<file path="src/rtl/ddr_test_sequencer_if.sv">
// rtl/ddr_test_sequencer_if.sv - write/read master request bus between the sequencer and the AXI master pair
interface ddr_test_sequencer_if #(
    parameter int ADDR_WIDTH = 26
);
    logic                  wr_trig;
    logic [ADDR_WIDTH-1:0] wr_addr;
    logic [7:0]            wr_len;
    logic                  wr_ready;
    logic                  wr_done;
    logic                  rd_trig;
    logic [ADDR_WIDTH-1:0] rd_addr;
    logic [7:0]            rd_len;
    logic                  rd_ready;
    logic                  rd_done;
    logic                  rd_error;

    modport master (
        output wr_trig, wr_addr, wr_len,
        input  wr_ready, wr_done,
        output rd_trig, rd_addr, rd_len,
        input  rd_ready, rd_done, rd_error
    );

    modport slave (
        input  wr_trig, wr_addr, wr_len,
        output wr_ready, wr_done,
        input  rd_trig, rd_addr, rd_len,
        output rd_ready, rd_done, rd_error
    );
endinterface

</file>
<file path="src/rtl/ddr_test_sequencer.sv">
// rtl/ddr_test_sequencer.sv - DDR2 self-test sequencer: write burst, read back, count errors, sweep addresses
module ddr_test_sequencer #(
    parameter int         ADDR_WIDTH  = 26,
    parameter logic [7:0] BURST_LEN   = 8'd8,
    parameter int         ADDR_STEP   = 16,
    parameter int         ADDR_BASE   = 0,
    parameter int         ADDR_LAST   = 'h3FFF0,
    parameter int         ERR_TAIL    = 4,
    parameter int         TIMEOUT_CYC = 4096
) (
    input  logic                       clk,
    input  logic                       rst,
    input  logic                       i_init_end,
    input  logic                       i_start,
    ddr_test_sequencer_if.master       bus,
    output logic                       o_busy,
    output logic [15:0]                o_pass_cnt,
    output logic [15:0]                o_err_cnt,
    output logic                       o_timeout
);
    typedef enum logic [2:0] {
        S_IDLE, S_WR_REQ, S_WR_WAIT, S_RD_REQ, S_RD_WAIT, S_CHECK, S_NEXT, S_HALT
    } state_t;

    localparam logic [ADDR_WIDTH-1:0] C_BASE = ADDR_WIDTH'(ADDR_BASE);
    localparam logic [ADDR_WIDTH-1:0] C_LAST = ADDR_WIDTH'(ADDR_LAST);
    localparam logic [ADDR_WIDTH-1:0] C_STEP = ADDR_WIDTH'(ADDR_STEP);
    localparam int                    TAIL_W = $clog2(ERR_TAIL + 1);
    localparam logic [TAIL_W-1:0]     C_TAIL_END = TAIL_W'(ERR_TAIL - 1);
    localparam logic [12:0]           C_WDOG_END = 13'(TIMEOUT_CYC - 1);

    state_t                r_state;
    state_t                w_next;
    logic [ADDR_WIDTH-1:0] r_addr;
    logic [12:0]           r_wdog;
    logic [TAIL_W-1:0]     r_tail;
    logic                  r_start_d;
    logic                  w_wr_trig;
    logic                  w_rd_trig;
    logic                  w_win;
    logic                  w_wdog_exp;
    logic                  w_wrap;
    logic                  w_start_rise;
    logic                  w_wdog_run;

    assign w_wdog_exp   = (r_wdog == C_WDOG_END);
    assign w_wrap       = (r_addr == C_LAST);
    assign w_start_rise = i_start && !r_start_d;
    assign w_wdog_run   = (r_state == S_WR_REQ) || (r_state == S_WR_WAIT) ||
                          (r_state == S_RD_REQ) || (r_state == S_RD_WAIT);
    // Error window spans the rd_trig cycle through the checker-pipeline tail.
    assign w_win        = w_rd_trig || (r_state == S_RD_WAIT) || (r_state == S_CHECK);

    always_comb begin
        w_next    = r_state;
        w_wr_trig = 1'b0;
        w_rd_trig = 1'b0;
        case (r_state)
            S_IDLE:    if (i_init_end && i_start) w_next = S_WR_REQ;
            S_WR_REQ: begin
                if (bus.wr_ready) begin
                    w_wr_trig = 1'b1;
                    w_next    = S_WR_WAIT;
                end else if (w_wdog_exp) begin
                    w_next = S_HALT;
                end
            end
            S_WR_WAIT: begin
                if (bus.wr_done)     w_next = S_RD_REQ;
                else if (w_wdog_exp) w_next = S_HALT;
            end
            S_RD_REQ: begin
                if (bus.rd_ready) begin
                    w_rd_trig = 1'b1;
                    w_next    = S_RD_WAIT;
                end else if (w_wdog_exp) begin
                    w_next = S_HALT;
                end
            end
            S_RD_WAIT: begin
                if (bus.rd_done)     w_next = S_CHECK;
                else if (w_wdog_exp) w_next = S_HALT;
            end
            S_CHECK:   if (r_tail == C_TAIL_END) w_next = S_NEXT;
            S_NEXT: begin
                if (!i_init_end || (w_wrap && !i_start)) w_next = S_IDLE;
                else                                     w_next = S_WR_REQ;
            end
            S_HALT:    if (!i_start) w_next = S_IDLE;
            default:   w_next = S_IDLE;
        endcase
    end

    always_ff @(posedge clk or posedge rst) begin
        if (rst) begin
            r_state    <= S_IDLE;
            r_addr     <= C_BASE;
            r_wdog     <= '0;
            r_tail     <= '0;
            r_start_d  <= 1'b0;
            o_pass_cnt <= '0;
            o_err_cnt  <= '0;
            o_timeout  <= 1'b0;
        end else begin
            r_state   <= w_next;
            r_start_d <= i_start;
            r_tail    <= (r_state == S_CHECK) ? r_tail + 1'b1 : '0;
            // Watchdog restarts on each request so it bounds one REQ+WAIT leg.
            if ((w_next == S_WR_REQ || w_next == S_RD_REQ) && (w_next != r_state)) begin
                r_wdog <= '0;
            end else if (w_wdog_run) begin
                r_wdog <= r_wdog + 13'd1;
            end
            if (r_state == S_IDLE && w_start_rise) begin
                o_err_cnt  <= '0;
                o_pass_cnt <= '0;
                o_timeout  <= 1'b0;
                r_addr     <= C_BASE;
            end else begin
                if (w_next == S_HALT && r_state != S_HALT) o_timeout <= 1'b1;
                if (w_win && bus.rd_error && o_err_cnt != 16'hFFFF) o_err_cnt <= o_err_cnt + 16'd1;
                if (r_state == S_NEXT) begin
                    if (w_wrap) begin
                        r_addr <= C_BASE;
                        if (o_pass_cnt != 16'hFFFF) o_pass_cnt <= o_pass_cnt + 16'd1;
                    end else begin
                        r_addr <= r_addr + C_STEP;
                    end
                end
            end
        end
    end

    assign bus.wr_trig = w_wr_trig;
    assign bus.wr_addr = r_addr;
    assign bus.wr_len  = BURST_LEN;
    assign bus.rd_trig = w_rd_trig;
    assign bus.rd_addr = r_addr;
    assign bus.rd_len  = BURST_LEN;
    assign o_busy      = (r_state != S_IDLE) && (r_state != S_HALT);
endmodule

</file>
<file path="src/flat_wrapper.sv">
// flat-port wrapper written by rule: the top's interface ports become plain ports
module ddr_test_sequencer_flat 
#(
    parameter int         ADDR_WIDTH  = 26,
    parameter logic [7:0] BURST_LEN   = 8'd8,
    parameter int         ADDR_STEP   = 16,
    parameter int         ADDR_BASE   = 0,
    parameter int         ADDR_LAST   = 'h3FFF0,
    parameter int         ERR_TAIL    = 4,
    parameter int         TIMEOUT_CYC = 4096
)
  (clk, rst, i_init_end, i_start, o_busy, o_pass_cnt, o_err_cnt, o_timeout, bus_wr_trig, bus_wr_addr, bus_wr_len, bus_wr_ready, bus_wr_done, bus_rd_trig, bus_rd_addr, bus_rd_len, bus_rd_ready, bus_rd_done, bus_rd_error);
  ddr_test_sequencer_if #(.ADDR_WIDTH(ADDR_WIDTH)) bus_i ();
  input  logic clk;
  input  logic rst;
  input  logic i_init_end;
  input  logic i_start;
  output logic o_busy;
  output logic [15:0] o_pass_cnt;
  output logic [15:0] o_err_cnt;
  output logic o_timeout;
  output wire logic [$bits(bus_i.wr_trig)-1:0] bus_wr_trig;
  output wire logic [$bits(bus_i.wr_addr)-1:0] bus_wr_addr;
  output wire logic [$bits(bus_i.wr_len)-1:0] bus_wr_len;
  input wire logic [$bits(bus_i.wr_ready)-1:0] bus_wr_ready;
  input wire logic [$bits(bus_i.wr_done)-1:0] bus_wr_done;
  output wire logic [$bits(bus_i.rd_trig)-1:0] bus_rd_trig;
  output wire logic [$bits(bus_i.rd_addr)-1:0] bus_rd_addr;
  output wire logic [$bits(bus_i.rd_len)-1:0] bus_rd_len;
  input wire logic [$bits(bus_i.rd_ready)-1:0] bus_rd_ready;
  input wire logic [$bits(bus_i.rd_done)-1:0] bus_rd_done;
  input wire logic [$bits(bus_i.rd_error)-1:0] bus_rd_error;
  assign bus_wr_trig = bus_i.wr_trig;
  assign bus_wr_addr = bus_i.wr_addr;
  assign bus_wr_len = bus_i.wr_len;
  assign bus_i.wr_ready = bus_wr_ready;
  assign bus_i.wr_done = bus_wr_done;
  assign bus_rd_trig = bus_i.rd_trig;
  assign bus_rd_addr = bus_i.rd_addr;
  assign bus_rd_len = bus_i.rd_len;
  assign bus_i.rd_ready = bus_rd_ready;
  assign bus_i.rd_done = bus_rd_done;
  assign bus_i.rd_error = bus_rd_error;
  ddr_test_sequencer #(.ADDR_WIDTH(ADDR_WIDTH), .BURST_LEN(BURST_LEN), .ADDR_STEP(ADDR_STEP), .ADDR_BASE(ADDR_BASE), .ADDR_LAST(ADDR_LAST), .ERR_TAIL(ERR_TAIL), .TIMEOUT_CYC(TIMEOUT_CYC)) u_core (.clk(clk), .rst(rst), .i_init_end(i_init_end), .i_start(i_start), .bus(bus_i), .o_busy(o_busy), .o_pass_cnt(o_pass_cnt), .o_err_cnt(o_err_cnt), .o_timeout(o_timeout));
endmodule
</file>
<file path="config.mk">
export PLATFORM = sky130hd
export DESIGN_NAME = ddr_test_sequencer_flat
export DESIGN_NICKNAME = d
export VERILOG_FILES = /design/src/rtl/ddr_test_sequencer_if.sv /design/src/rtl/ddr_test_sequencer.sv /design/src/flat_wrapper.sv
export SDC_FILE = /design/constraint.sdc
export NUM_CORES = 1
export LEC_CHECK = 0
export CORE_UTILIZATION = 50
export CTS_BUF_LIST = sky130_fd_sc_hd__clkbuf_16
export CTS_CLUSTER_DIAMETER = 60
export DETAILED_ROUTE_END_ITERATION = 10
export GPL_TIMING_DRIVEN = 1
export PLACE_DENSITY = 0.81
export SLEW_MARGIN = 10
export SYNTH_ARGS = -nofsm -noshare
export SYNTH_HDL_FRONTEND = slang
export SYNTH_SLANG_ARGS = --single-unit
</file>
<file path="constraint.sdc">
create_clock -name clk -period 3.1 [get_ports clk]
set_input_delay 0.62 -clock clk [delete_from_list [all_inputs] [get_ports clk]]
set_output_delay 0.62 -clock clk [all_outputs]
set_load 0.02 [all_outputs]
</file>
# After elaboration in Yosys (flattened, before gate mapping)
# Index checks and enable logic that the tools add are counted.
# word_totals
input_bits	9
word_cells	86
ff_bits	79
out_inout_bits	104
# classes
mux	28
n_reduce_logical	28
eq_ne	17
add_sub_neg	5
# ops
cell	n
$mux 16	6
$mux 26	3
$add 16x1->16 const B	2
$ne 16x16->1 const B	2
$mux 3	9
$add 26x5->26 const B	1
$eq 26x18->1 const B	1
$mux 13	2
$pmux 3 s8	1
$eq 3x3->1 const B	5
$add 13x1->13 const B	1
$eq 13x12->1 const B	1
$eq 3x2->1 const B	4
$reduce_bool 2->1	6
$logic_and 1x1->1	9
$logic_or 1x1->1	7
$mux 1	7
$eq 3x1->1 const B	2
$add 3x1->3 const B	1
$logic_not 1->1	3
$logic_not 3->1	1
$ne 3x3->1	1
$ne 3x3->1 const B	1
$reduce_and 3->1	1
$reduce_bool 3->1	1

# Depth between registers and ports, before layout
# logic_depth
depth_word	9
mapped_depth	8
ltp_nobuf	7

# Least setup slack after synthesis
# OpenSTA, ideal clock, no wires.
# synth_path
path_type	register to register
start	reg u_core.r_state[0]
end	reg u_core.r_wdog[9]
path_buffers	2
arrival_ns	2.296
stages_incl_launch_ff	8
synth_period_minus_slack_ns	2.423
setup_ns	0.127
required_ns	2.973
setup_slack_ns	0.677
cell_sequence	dfrtp_1 -> clkbuf_1 -> nor4bb_1 -> nor2_1 -> a22o_1 -> a31oi_1 -> buf_2 -> a21oi_1
# synth_via
elab_chain_len	7
elab_cells_between_ends	27
classes_between	eq/ne: 10; mux: 10; reduce/logical: 7
# synth_rtl
element	line	text
from (decl)	ddr_test_sequencer.sv:32	state_t r_state;
from (signal assigned)	ddr_test_sequencer.sv:105	r_state <= w_next;
$mux 3	--	
$mux 3, on equally long branches	--	
$pmux 3 s8	ddr_test_sequencer.sv:58	case (r_state)
$eq 3x1->1 or $eq 3x2->1 (tied branches)	ddr_test_sequencer.sv:109	if ((w_next == S_WR_REQ || w_next == S_RD_REQ) && (w_next != r_state)) begin
$logic_or 1x1->1	ddr_test_sequencer.sv:109	
$logic_and 1x1->1	ddr_test_sequencer.sv:109	
$mux 13 or $reduce_bool 2->1 (tied branches)	--	
to (signal assigned)	ddr_test_sequencer.sv:112	r_wdog <= r_wdog + 13'd1;
to (decl)	ddr_test_sequencer.sv:35	logic [12:0] r_wdog;
# Parallel ways exist; a longest one is shown, timed or not.
# A chain may end at the register's enable or synchronous reset.

# Worst setup path in the final report
# layout_path
start	in bus_wr_ready
end	out bus_wr_trig
# layout_via
elab_chain_len	2
# layout_rtl
element	line	text
from (decl)	flat_wrapper.sv:25	input wire logic [$bits(bus_i.wr_ready)-1:0] bus_wr_ready;
$mux 1	ddr_test_sequencer.sv:61	if (bus.wr_ready) begin
$mux 1	ddr_test_sequencer.sv:58	
to (decl)	flat_wrapper.sv:22	output wire logic [$bits(bus_i.wr_trig)-1:0] bus_wr_trig;
# Every way passes these cells.

==> impl_metrics.toml <==
[synth]
synth_common_cells = "dfrtp_1, buf_4, nand2_1"
yosysTopAreaCell = "dfrtp_1"
ys_seq_elements = 75
ys.flop_type = "dfrtp_1"
syn_avg_cell_area_sq_um = 8.96
synth_most_common_cell = "dfrtp_1"
netlist_area_sq_um = 4640
netlist_instances = 518
synth-seq-area-share_pct = 40.5
synth_area_leaders = "dfrtp_1, buf_4, xnor2_1"
synthArstFlopShare_pct = 100
synth.distinct_cells = 60
synth-edff-count = 0
yosysWarnings = 0
synth.top_cell.area_share_pct = 40.5

[clock_tree]
cts_tree = "yes"
cts_max_level = 3
numClockSinks = 75
path_clk_slew_ns = 0.06
cts_resized = 0
postCtsHoldBufs = 0
cts_buffers = 9
root_buffer = "clkbuf_16"
insertion_delay_ns = 0.35
cts_buffer_depth = 2
cts_setup_buffers = 0

[placed_design]
dp_hpwl_mm = 7.86
place.gp.congestion = 0.902
postPlaceCellArea_sq_um = 5420
io_buffers = 88

[floorplanning]
core_sq_um = 8850
start_util_pct = 52.4
die_y_um = 98.3
rows = 34
die_w_um = 98.3
io_pins = 113
die-area_sq_um = 9670

[finish]
drive_gt1_share_pct = 7.59
area_growth_syn_to_layout_pct = 23.4
final_area_sq_um = 5730
fin_util_pct = 64.7
diodes = 0
finalNetCount = 603

[setup_path]
path_class = "in -> out"
critPathMaxFanout = 3
cp-start-kind = "input pin"
required_ns = 2.48
arrival_ns = 2.27
endpoint_kind = "primary output"

[sta]
hold_violations = 0
finalSetupViolCount = 0
rsz0062_at_grt = "false"
worstMarginPinSlew_ns = 0.887
period_share_pct = 93.3
finalCriticalPeriod_ns = 2.89
slew_headroom_pct = 40.8
finalSetupTns_ns = 0
final_max_slew_viol_count = 0
clock_skew_ns = 0.0104
fmax_ghz = 0.346

[global_routing]
grt_pass1_vias = 3929
grt_pass1_wl_mm = 19.0
gr-total-overflow = 0
grt_max_degree = 41
grt_antenna_before_repair = 0
grt_util_all_layers_pct = 24.4

[route]
post-route-drc-count = 9
drt_first_pass_iters = 11
vias_per_cell = 5.89
vias = 4131
antenna_left = 0
wire_per_inst_um = 16.2
routed_wl_mm = 11.3
dr.first_iter.drc_count = 303

[power]
p_per_area_nw_per_um2 = 561
p_leak_nw = 2.35
peakVddDrop_mv = 0.285
power_mw = 3.21

[min_path]
hold_path.class = "reg -> reg"

[outcome]
violations = "design-rule violations"
outcome = "complete, but fails checks"

[run]
cap_violations = 0
-- layout by cell type (no fill, tap or decap), types with 3 or more instances in the layout --
cell,instances
clkdlybuf4s50_1,88
dfrtp_1,75
nand2_1,42
nor2_1,40
a21oi_1,38
nand3_1,29
conb_1,24
xnor2_1,22
nand4_1,20
inv_1,18
o21ai_0,18
or3_1,12
xor2_1,12
buf_4,12
nor4_1,11
nor3_1,9
or4_1,9
clkbuf_16,9
nand2b_1,8
o31ai_1,8
and3_1,6
a211oi_1,6
mux2i_1,6
ha_1,6
and4_1,4
nor2b_1,4
o21a_1,4
nand3b_1,3
a21o_1,3
clkinv_4,3
-- routing by layer --
metal | part of all wire, % | GRT usage [%]
met1 | 44 | 32.6
met3 | 4.8 | 3.94
met4 | 2.1 | 10.3
met5 | 0 | 0
met2 | 49 | 39.4
-- kinds of logic (layout without fill, tap and decap cells) --
logic type                 after synthesis  after routing  synth area share [%]
and+or+nand+nor                        215            215                  25.9
DFF                                     75             75                  40.5
muxes                                    7              7                  1.54
xor gates and xnor gates                34             34                  6.42
adders and majority gates                6              6                  1.62
other                                    2             24                 0.162
AOI/OAI and AO/OA                       96             96                  13.2
buffers and inverters                   83            136                  10.7
-- through the flow --
stage | instances | setup WS, ns | hold slack, ns
finish | 701 | 0.208 | 0.430
global route | 701 | 0.165 | 0.450
CTS | 701 | 0.213 | 0.432
detailed placement | 685 | 0.210 | 0.423
global placement | 685 | 0.320 | 0.418
floorplan | 540 | 0.570 | 0.408
-- layout make-up --
cell class / count / area (sq um)
fill: 729 / 3120
multi-input combinational: 382 / 2350
sequential: 75 / 1880
timing repair buffer: 101 / 991
clock buffer: 9 / 225
tap: 108 / 135
clock inverter: 7 / 77.6
inverter: 19 / 71.3
-- power by group --
| group | internal (mW) | leakage, nW | switching, mW |
|---|---|---|---|
| combinational | 0.377 | 1.17 | 0.559 |
| sequential | 1.06 | 1.03 | 0.147 |
| clock | 0.629 | 0.146 | 0.440 |
-- flip-flops by register name (all words and copies together) (netlist names) --
register	count
u_core.bus.rd_addr	22
u_core.r_start_d	1
u_core.r_state	3
u_core.o_pass_cnt	16
u_core.r_wdog	13
u_core.r_tail	3
u_core.o_timeout	1
u_core.o_err_cnt	16
-- path summary, 6_finish.rpt --
path | endpoint | slack, ns | from | cells past startpoint
worst min-delay path | u_core.r_tail[0] | 0.43 | u_core.r_tail[0] | 1
max in group asynchronous | u_core.r_state[0] | 1.61 | rst | 3
worst max-delay path | bus_wr_trig | 0.21 | bus_wr_ready | 3
worst min register to register | u_core.r_tail[0] | 0.43 | u_core.r_tail[0] | 1
worst max register to register | u_core.r_wdog[12] | 0.51 | u_core.r_wdog[7] | 5
min in group asynchronous | u_core.o_pass_cnt[9] | 0.79 | rst | 2
-- worst max-delay path: stages --
cell	delay, ns
clkdlybuf4s50_1	0.50
nor4bb_1	0.45
clkdlybuf4s50_1	0.71
(Power assumes the default switching activity.)
